File: src/rtl/fpga_hub_router_pkg.sv
// ---- fpga_hub_router_pkg : shared header fields, IDs and FSM encoding ----
// ---- rev 1.0 ----
`default_nettype none

package fpga_hub_router_pkg;

  localparam int WORD_W   = 64;
  localparam int ID_W     = 8;
  localparam int DEST_MSB = 63;
  localparam int DEST_LSB = 56;
  localparam int SRC_MSB  = 55;
  localparam int SRC_LSB  = 48;

  localparam logic [ID_W-1:0] BCAST_ID = 8'hFF;

  typedef enum logic [0:0] {
    ST_IDLE = 1'b0,
    ST_HOLD = 1'b1
  } state_t;

endpackage

`default_nettype wire

File: src/rtl/fpga_hub_router_rr_arbiter.sv
// ---- rr_arbiter : one-hot round-robin grant starting the search at ptr ----
// ---- rev 1.0 ----
`default_nettype none

module rr_arbiter #(
  parameter int N     = 5,
  parameter int PTR_W = (N > 1) ? $clog2(N) : 1
) (
  input  logic [N-1:0]     req,
  input  logic [PTR_W-1:0] ptr,
  output logic [N-1:0]     grant
);

  logic [PTR_W:0] idx;
  logic           found;

  always_comb begin
    grant = '0;
    found = 1'b0;
    idx   = '0;
    for (int i = 0; i < N; i++) begin
      idx = {1'b0, ptr} + (PTR_W+1)'(i);
      if (idx >= (PTR_W+1)'(N)) idx = idx - (PTR_W+1)'(N);
      if (!found && req[idx[PTR_W-1:0]]) begin
        grant[idx[PTR_W-1:0]] = 1'b1;
        found                 = 1'b1;
      end
    end
  end

endmodule

`default_nettype wire

File: src/rtl/fpga_hub_router.sv
// ---- fpga_hub_router : single-word-buffered star router between a root port and leaf FPGAs ----
// ---- rev 1.0 ----
`default_nettype none

module fpga_hub_router
  import fpga_hub_router_pkg::*;
#(
  parameter int          NUM_CHILDREN = 4,
  parameter logic [7:0]  HUB_ID       = 8'd0
) (
  input  logic                       clk,
  input  logic                       reset,
  input  logic [64*NUM_CHILDREN-1:0] child_rx_data,
  input  logic [NUM_CHILDREN-1:0]    child_rx_valid,
  output logic [NUM_CHILDREN-1:0]    child_rx_ready,
  output logic [64*NUM_CHILDREN-1:0] child_tx_data,
  output logic [NUM_CHILDREN-1:0]    child_tx_valid,
  input  logic [NUM_CHILDREN-1:0]    child_tx_ready,
  input  logic [63:0]                hub_rx_data,
  input  logic                       hub_rx_valid,
  output logic                       hub_rx_ready,
  output logic [63:0]                hub_tx_data,
  output logic                       hub_tx_valid,
  input  logic                       hub_tx_ready,
  output logic                       router_busy,
  output logic [7:0]                 drop_count
);

  localparam int NS    = NUM_CHILDREN + 1;
  localparam int PTR_W = (NS > 1) ? $clog2(NS) : 1;

  state_t            state, state_nxt;
  logic [NS-1:0]     mask, mask_nxt, mask_after, mask_new;
  logic [NS-1:0]     rx_valid_all, rx_ready_all, tx_ready_all, grant;
  logic [63:0]       word, word_nxt, sel_data;
  logic [63:0]       rx_data_all [NS];
  logic [PTR_W-1:0]  ptr, ptr_nxt, grant_idx;
  logic [7:0]        dest;
  logic              can_accept, any_grant, is_drop, drop_inc;

  generate
    for (genvar k = 0; k < NUM_CHILDREN; k++) begin : g_child
      assign rx_data_all[k]            = child_rx_data[k*64 +: 64];
      assign child_tx_data[k*64 +: 64] = word;
    end
  endgenerate

  assign rx_data_all[NUM_CHILDREN] = hub_rx_data;
  assign rx_valid_all   = {hub_rx_valid, child_rx_valid};
  assign tx_ready_all   = {hub_tx_ready, child_tx_ready};
  assign child_rx_ready = rx_ready_all[NUM_CHILDREN-1:0];
  assign hub_rx_ready   = rx_ready_all[NUM_CHILDREN];
  assign child_tx_valid = mask[NUM_CHILDREN-1:0];
  assign hub_tx_valid   = mask[NUM_CHILDREN];
  assign hub_tx_data    = word;
  assign router_busy    = reset && ((state == ST_HOLD) || (|rx_valid_all));

  rr_arbiter #(.N(NS), .PTR_W(PTR_W)) u_arb (
    .req   (rx_valid_all),
    .ptr   (ptr),
    .grant (grant)
  );

  always_comb begin
    sel_data  = '0;
    grant_idx = '0;
    for (int k = 0; k < NS; k++) begin
      if (grant[k]) begin
        sel_data  = sel_data | rx_data_all[k];
        grant_idx = PTR_W'(k);
      end
    end
  end

  // Hub match wins over the child range if HUB_ID happens to overlap it.
  always_comb begin
    dest     = sel_data[DEST_MSB:DEST_LSB];
    mask_new = '0;
    is_drop  = 1'b0;
    if (dest == HUB_ID) begin
      mask_new[NUM_CHILDREN] = 1'b1;
    end else if (dest == BCAST_ID) begin
      mask_new = {1'b0, {NUM_CHILDREN{1'b1}}} & ~grant;
    end else begin
      for (int k = 0; k < NUM_CHILDREN; k++) begin
        if (dest == 8'(k + 1)) mask_new[k] = 1'b1;
      end
      is_drop = (mask_new == '0);
    end
  end

  // A retiring word frees the buffer in the same cycle, so a new grant can follow.
  always_comb begin
    mask_after   = mask & ~tx_ready_all;
    can_accept   = (state == ST_IDLE) || (mask_after == '0);
    rx_ready_all = (reset && can_accept) ? grant : '0;
    any_grant    = |rx_ready_all;
    state_nxt    = state;
    mask_nxt     = mask_after;
    word_nxt     = word;
    ptr_nxt      = ptr;
    drop_inc     = 1'b0;
    if (can_accept) begin
      state_nxt = ST_IDLE;
      mask_nxt  = '0;
      if (any_grant) begin
        word_nxt = sel_data;
        mask_nxt = mask_new;
        ptr_nxt  = (grant_idx == PTR_W'(NS - 1)) ? '0 : grant_idx + PTR_W'(1);
        drop_inc = is_drop;
        if (mask_new != '0) state_nxt = ST_HOLD;
      end
    end
  end

  always_ff @(posedge clk) begin
    if (!reset) begin
      state      <= ST_IDLE;
      mask       <= '0;
      word       <= '0;
      ptr        <= '0;
      drop_count <= '0;
    end else begin
      state <= state_nxt;
      mask  <= mask_nxt;
      word  <= word_nxt;
      ptr   <= ptr_nxt;
      if (drop_inc && (drop_count != 8'hFF)) drop_count <= drop_count + 8'd1;
    end
  end

endmodule

`default_nettype wire
File: config.mk
export PLATFORM = sky130hd
export DESIGN_NAME = fpga_hub_router
export DESIGN_NICKNAME = d
export VERILOG_FILES = /design/src/rtl/fpga_hub_router_pkg.sv /design/src/rtl/fpga_hub_router_rr_arbiter.sv /design/src/rtl/fpga_hub_router.sv
export SDC_FILE = /design/constraint.sdc
export NUM_CORES = 1
export LEC_CHECK = 0
export CAP_MARGIN = 10
export CORE_AREA = 2 2 264 266
export DETAILED_ROUTE_END_ITERATION = 7
export DIE_AREA = 0 0 266 268
export GPL_TIMING_DRIVEN = 0
export SLEW_MARGIN = 30
export SYNTH_ARGS = -nofsm -noshare
export SYNTH_HDL_FRONTEND = slang
export SYNTH_SLANG_ARGS = --single-unit
File: constraint.sdc
create_clock -name clk -period 16.84 [get_ports clk]
set_input_delay 5.052 -clock clk [delete_from_list [all_inputs] [get_ports clk]]
set_output_delay 5.052 -clock clk [all_outputs]
set_load 0.05 [all_outputs]
==> results of run 1 <==
[sequential cells by signal, indices dropped and copies added, names as in the netlist]
| name | cells |
|---|---|
| drop_count | 8 |
| mask | 5 |
| hub_tx_data | 64 |
| state | 1 |
| ptr | 3 |
[cell usage after synthesis (4+ instances only)]
cell	count	area, um2
a21o_1	6	45.0
and3_1	7	43.8
inv_1	14	52.6
o211a_1	58	581
nor3b_1	8	60.1
a221oi_1	4	35.0
dfxtp_1	81	1620
nand2b_1	13	81.3
a31oi_1	6	37.5
clkbuf_1	50	188
nand4_1	9	56.3
ha_1	10	125
o211ai_1	5	37.5
o22ai_1	5	31.3
a21oi_1	10	50.1
buf_4	261	1960
a222oi_1	64	641
mux2i_1	14	140
nor3_1	13	65.1
nand2_1	35	131
o21ai_0	9	45.0
nor2_1	39	146
o221ai_1	4	35.0
a22oi_1	62	465
nand3_1	65	325
o21ai_1	8	40.0
nor2b_1	9	56.3
a211oi_1	6	45.0
buf_2	14	70.1
[power groups by stage]
stage | clock (uW) | combinational [uW] | sequential [uW]
final | 227 | 2950 | 403
after global routing | 243 | 3100 | 415
after CTS | 240 | 2970 | 408
after detailed placement | 0 | 2960 | 411
after global placement | 0 | 2950 | 411
after floorplan | 0 | 1770 | 519
[stage by stage]
step / hold slack (ns) / std cells
final: 0.491 / 2539
after global routing: 0.522 / 2535
after CTS: 0.491 / 2532
after detailed placement: 0.479 / 2516
after global placement: 0.468 / 2515
after floorplan: 0.505 / 967
[worst max path at each step]
stage	slack, ns	cells past startpoint	from	endpoint
after floorplan	3.60	12	child_rx_valid[2]	child_rx_ready[2]
after global placement	1.26	12	child_rx_valid[0]	child_rx_ready[1]
after detailed placement	1.40	12	child_rx_valid[0]	child_rx_ready[2]
after CTS	1.40	12	child_rx_valid[0]	child_rx_ready[2]
after global routing	1.15	12	child_rx_valid[0]	child_rx_ready[2]
final	1.50	12	child_rx_valid[0]	child_rx_ready[2]
[area by class of cell]
class	instances	share of cell area
sequential	81	0.101
timing repair buffer	667	0.415
multi-input combinational	540	0.251
antenna	7	0.00109
clock buffer	10	0.0149
buffer	330	0.140
inverter	16	0.00373
clock inverter	6	0.00451
tap	882	0.0686
[metal layers]
layer / vias to the layer above / part of all wire / global-route usage
li1: 4794 / - / -
met1: 4892 / 0.40 / 0.183
met2: 619 / 0.47 / 0.245
met3: 85 / 0.099 / 0.0538
met4: 20 / 0.030 / 0.0547
met5: - / 0.0023 / 0
[worst reg2reg max path: cells and delay by family (launching register included)]
family,cells,cell delay (ns)
buf+inv,6,2.48
compound gates,7,2.25
fa+ha+maj,2,0.66
flops,1,0.44
simple gates,2,0.29
mux,1,0.27
[cell families after synthesis]
family,share of synthesized area
buffers and inverters,0.290
AO/OA/AOI/OAI,0.311
AND/OR/NAND/NOR,0.152
flip-flops,0.203
multiplexers,0.0246
adder cells (fa/ha/maj),0.0182
XOR/XNOR,0.00110
==> flow_summary.ini, run 1 <==
[sta]
max_freq_mhz = 65.2
period_minus_slack_ns = 15.34
rsz0062_at_grt = no
tightest_slew_ns = 0.925
slew_headroom = 0.383
finalSetupViolCount = 0
fin_crit_sh = 0.911
fin_tns_setup_ns = 0
setup_ws_ns = 1.50
hold_viol = 0
drv_slew = 0
fin_skew_ns = 0.0177

[drt]
postRouteAntennaNets = 0
drc_errors = 8
vias = 10400
wl_per_cell_um = 22.5
first_pass_iters = 8
vias_per_cell = 4.10
routed_wl_mm = 57.1
drt-initial-drc-count = 949

[floorplan]
core.rowCount = 96
die-area_um2 = 71300
start_util = 0.117
fp.dieH_um = 268
core_area_um2 = 68200
ioPinCount = 671
die_w_um = 266

[clock_tree]
cts.sinks = 81
hold_buffers = 0
htree_levels = 3
cts_tree = done
cts_buffers = 9
clk_pin_slew_worst_paths_ns = 0.07
post_cts_buffers = 0
cts_resized = 0
insertion_delay_ns = 0.39
cts_max_path_buffers = 2
cts-root-buf = clkbuf_16

[pwr]
swShare = 0.593
ir_drop_mv = 0.132
clock_power_share = 0.063
pwr-share-comb = 0.824
finalPower_uw = 3590
p_sw_uw = 2130
p_per_area_nw_per_um2 = 223
p_seq_frac = 0.113
power.internal_uw = 1460
power_leakage_uw = 0.00663

[global_route]
grt_antenna_before_repair = 24
grt_max_degree = 16
grt_usage = 0.151
overflow = 0
grt_pass1_wl_mm = 75.5
grt_pass1_vias = 9945

[finish]
fin_util = 0.236
final_cell_mix = 666 x clkdlybuf4s50_1, 261 x buf_4, 81 x dfxtp_1, 65 x nand3_1, 64 x a222oi_1
design_area_um2 = 16100
drive_gt1_frac = 0.196
finalNetCount = 1988
multi_input_area_um2 = 4040
fillers = 7544
syn2layout_area_growth_pct = 102
seq_area_um2 = 1620
final_common_cell = clkdlybuf4s50_1

[worst_setup_path]
reg2reg_depth = 18
worst_setup_path_end_kind = primary output
crit_buf_inv = 6
reg2reg_from = ptr[1]$_SDFFE_PN0P_
path_max_fanout = 10
slowest_delay_ns = 0.91
worst_setup_path_start_kind = primary input
r2r_end = hub_tx_data[47]$_SDFFE_PN0P_
cp_top_family = buffers and inverters
crit_required_ns = 11.79
crit_chain = clkdlybuf4s50_1, inv_1, a21o_1, mux4_2, a211oi_1, nand4_2, o221ai_2, buf_4, clkbuf_1, clkbuf_1, nor2b_1, clkdlybuf4s50_1
r2r_slack_ns = 10.39
worstPathArrival_ns = 10.29
crit_type = primary input to primary output
slowest_stage = clkdlybuf4s50_1

[logic_synthesis]
synth_fp_nets = 1310
synth_cells = 967
yosysSeqAreaShare = 0.203
syn_area_um2 = 7970
ys_async_sr_fraction = 0
synthFlopType = dfxtp_1
yosys_warnings = 0
synth_edf_count = 0
avgSynthCellArea_um2 = 8.24
ys_types = 78
ys_seq_elements = 81

[place]
place_congestion = 0.906
place_ws_ns = 1.40
dpl-instance-area_um2 = 15800
dp_hpwl_mm = 47.6
io_buffer_count = 666

[hold_path]
whs_endpoint = drop_count[5]$_SDFFE_PN0P_
hold_path_class = register to register
min_from = drop_count[5]$_SDFFE_PN0P_
min_delay_path_depth = 2

[outcome]
violations = design-rule violations
status = finished, violations left

[run]
maxCapViolations = 0
No activity file was read; power rests on OpenSTA's default activity.
==> inputs of run 2 (changes only) <==
--- a/config.mk
+++ b/config.mk
@@ -10,6 +10,7 @@
 export DETAILED_ROUTE_END_ITERATION = 7
 export DIE_AREA = 0 0 266 268
 export GPL_TIMING_DRIVEN = 0
+export RECOVER_POWER = 50
 export SLEW_MARGIN = 30
 export SYNTH_ARGS = -nofsm -noshare
 export SYNTH_HDL_FRONTEND = slang
==> flow_summary.ini, run 2 (synthesis results as in run 1) <==
[clock_tree]
cts_max_path_buffers = 2
insertion_delay_ns = 0.39
cts_buffers = 9
htree_levels = 3
cts.sinks = 81
clk_pin_slew_worst_paths_ns = 0.07
post_cts_buffers = 0
cts_tree = done
cts_resized = 0
hold_buffers = 0
cts-root-buf = clkbuf_16

[pwr]
clock_power_share = 0.064
power.internal_uw = 1400
p_per_area_nw_per_um2 = 219
pwr-share-comb = 0.822
swShare = 0.601
ir_drop_mv = 0.125
power_leakage_uw = 0.00712
p_seq_frac = 0.114
p_sw_uw = 2120
finalPower_uw = 3520

[drt]
drc_errors = 1
vias_per_cell = 4.12
vias = 10500
postRouteAntennaNets = 0
drt-initial-drc-count = 966
first_pass_iters = 8
routed_wl_mm = 57.1
wl_per_cell_um = 22.5

[place]
io_buffer_count = 666
place_congestion = 0.906
dp_hpwl_mm = 47.6
dpl-instance-area_um2 = 15800

[floorplan]
die_w_um = 266
core.rowCount = 96
fp.dieH_um = 268
core_area_um2 = 68200
ioPinCount = 671
start_util = 0.117
die-area_um2 = 71300

[finish]
largest_register_ffs = 64
finalNetCount = 1988
drive_gt1_frac = 0.196
fin_util = 0.236
design_area_um2 = 16100
syn2layout_area_growth_pct = 102
final_common_cell = clkdlybuf4s50_1
fillers = 7544
final_cell_mix = 456 x clkdlybuf4s50_1, 261 x buf_4, 210 x dlygate4sd3_1, 81 x dfxtp_1, 65 x nand3_1

[sta]
rsz0062_at_grt = no
tightest_slew_ns = 0.928
slew_headroom = 0.381
hold_viol = 0
fin_hold_ws_ns = 0.488
drv_slew = 0
fin_crit_sh = 0.910
period_minus_slack_ns = 15.33
fin_tns_setup_ns = 0
fin_skew_ns = 0.0184
max_freq_mhz = 65.2
finalSetupViolCount = 0

[global_route]
grt_pass1_wl_mm = 75.5
overflow = 0
grt_usage = 0.151
grt_antenna_before_repair = 24
grt_pass1_vias = 9945
grt_max_degree = 16

[run]
maxCapViolations = 0

[worst_setup_path]
worstPathArrival_ns = 10.28
crit_required_ns = 11.79
crit_type = primary input to primary output
path_max_fanout = 10
worst_setup_path_start_kind = primary input
worst_setup_path_end_kind = primary output

[outcome]
violations = design-rule violations
status = finished, violations left

[hold_path]
hold_path_class = register to register
## run 2: cell types whose count changed in the layout (fill, tap and decap cells not counted)
cell             previous run  this run
diode_2                     7         8
clkdlybuf4s50_1           666       456
dlygate4sd3_1               0       210
## run 2: worst max-delay path, stage by stage
cell and delay [ns]:
clkdlybuf4s50_1 0.73, inv_1 0.12, a21o_1 0.18, mux4_2 0.45
a211oi_1 0.26, nand4_2 0.22, o221ai_2 0.33, buf_4 0.40
clkbuf_1 0.67, clkbuf_1 0.66, nor2b_1 0.27, clkdlybuf4s50_1 0.92
## run 2: power by group through the flow
stage / Clock, uW / Sequential (uW) / Combinational [uW]
6_report: 227 / 401 / 2890
5_1_grt: 243 / 413 / 3040
4_1_cts: 240 / 408 / 2970
3_5_place_dp: 0 / 411 / 2960
3_3_place_gp: 0 / 411 / 2950
2_1_floorplan: 0 / 519 / 1770
## run 2: layout make-up
class                   instances  area [um2]  share of cell area
repair buffers                667        6670               0.415
multi-input cells             540        4040               0.251
plain buffers                 330        2250               0.140
flip-flops and latches         81        1620               0.101
well taps                     882        1100              0.0686
clock buffers                  10         239              0.0149
clock inverters                 6        72.6             0.00451
inverters                      16        60.1             0.00373
diodes                          8        20.0             0.00124
## run 2: final timing paths
| path | start | end | slack, ns | cells after the start |
|---|---|---|---|---|
| worst max-delay path | child_rx_valid[0] | child_rx_ready[2] | 1.51 | 12 |
| worst min-delay path | drop_count[5]$_SDFFE_PN0P_ | drop_count[5]$_SDFFE_PN0P_ | 0.49 | 2 |
| worst max register to register | ptr[1]$_SDFFE_PN0P_ | hub_tx_data[47]$_SDFFE_PN0P_ | 10.42 | 18 |
| worst min register to register | drop_count[5]$_SDFFE_PN0P_ | drop_count[5]$_SDFFE_PN0P_ | 0.49 | 2 |
## run 2: stage by stage
| step | setup WS [ns] | cells |
|---|---|---|
| floorplan | 3.60 | 967 |
| global placement | 1.26 | 2515 |
| detailed placement | 1.40 | 2516 |
| CTS | 1.40 | 2532 |
| global route | 1.15 | 2535 |
| finish | 1.51 | 2540 |
## run 2: metal layers
metal / GRT usage / vias up / wire [um]
met5: 0 / - / 132
met4: 0.0547 / 20 / 1580
met3: 0.0538 / 79 / 5770
met2: 0.245 / 608 / 26800
met1: 0.183 / 4949 / 22800
li1: - / 4797 / -
==> inputs of run 3 (changes only) <==
--- a/config.mk
+++ b/config.mk
@@ -11,6 +11,7 @@
 export DIE_AREA = 0 0 266 268
 export GPL_TIMING_DRIVEN = 0
 export RECOVER_POWER = 50
+export SKIP_CTS_REPAIR_TIMING = 1
 export SLEW_MARGIN = 30
 export SYNTH_ARGS = -nofsm -noshare
 export SYNTH_HDL_FRONTEND = slang
==> results of run 3 <==
The final DEF is identical to that of run 2; final timing and power are the same.
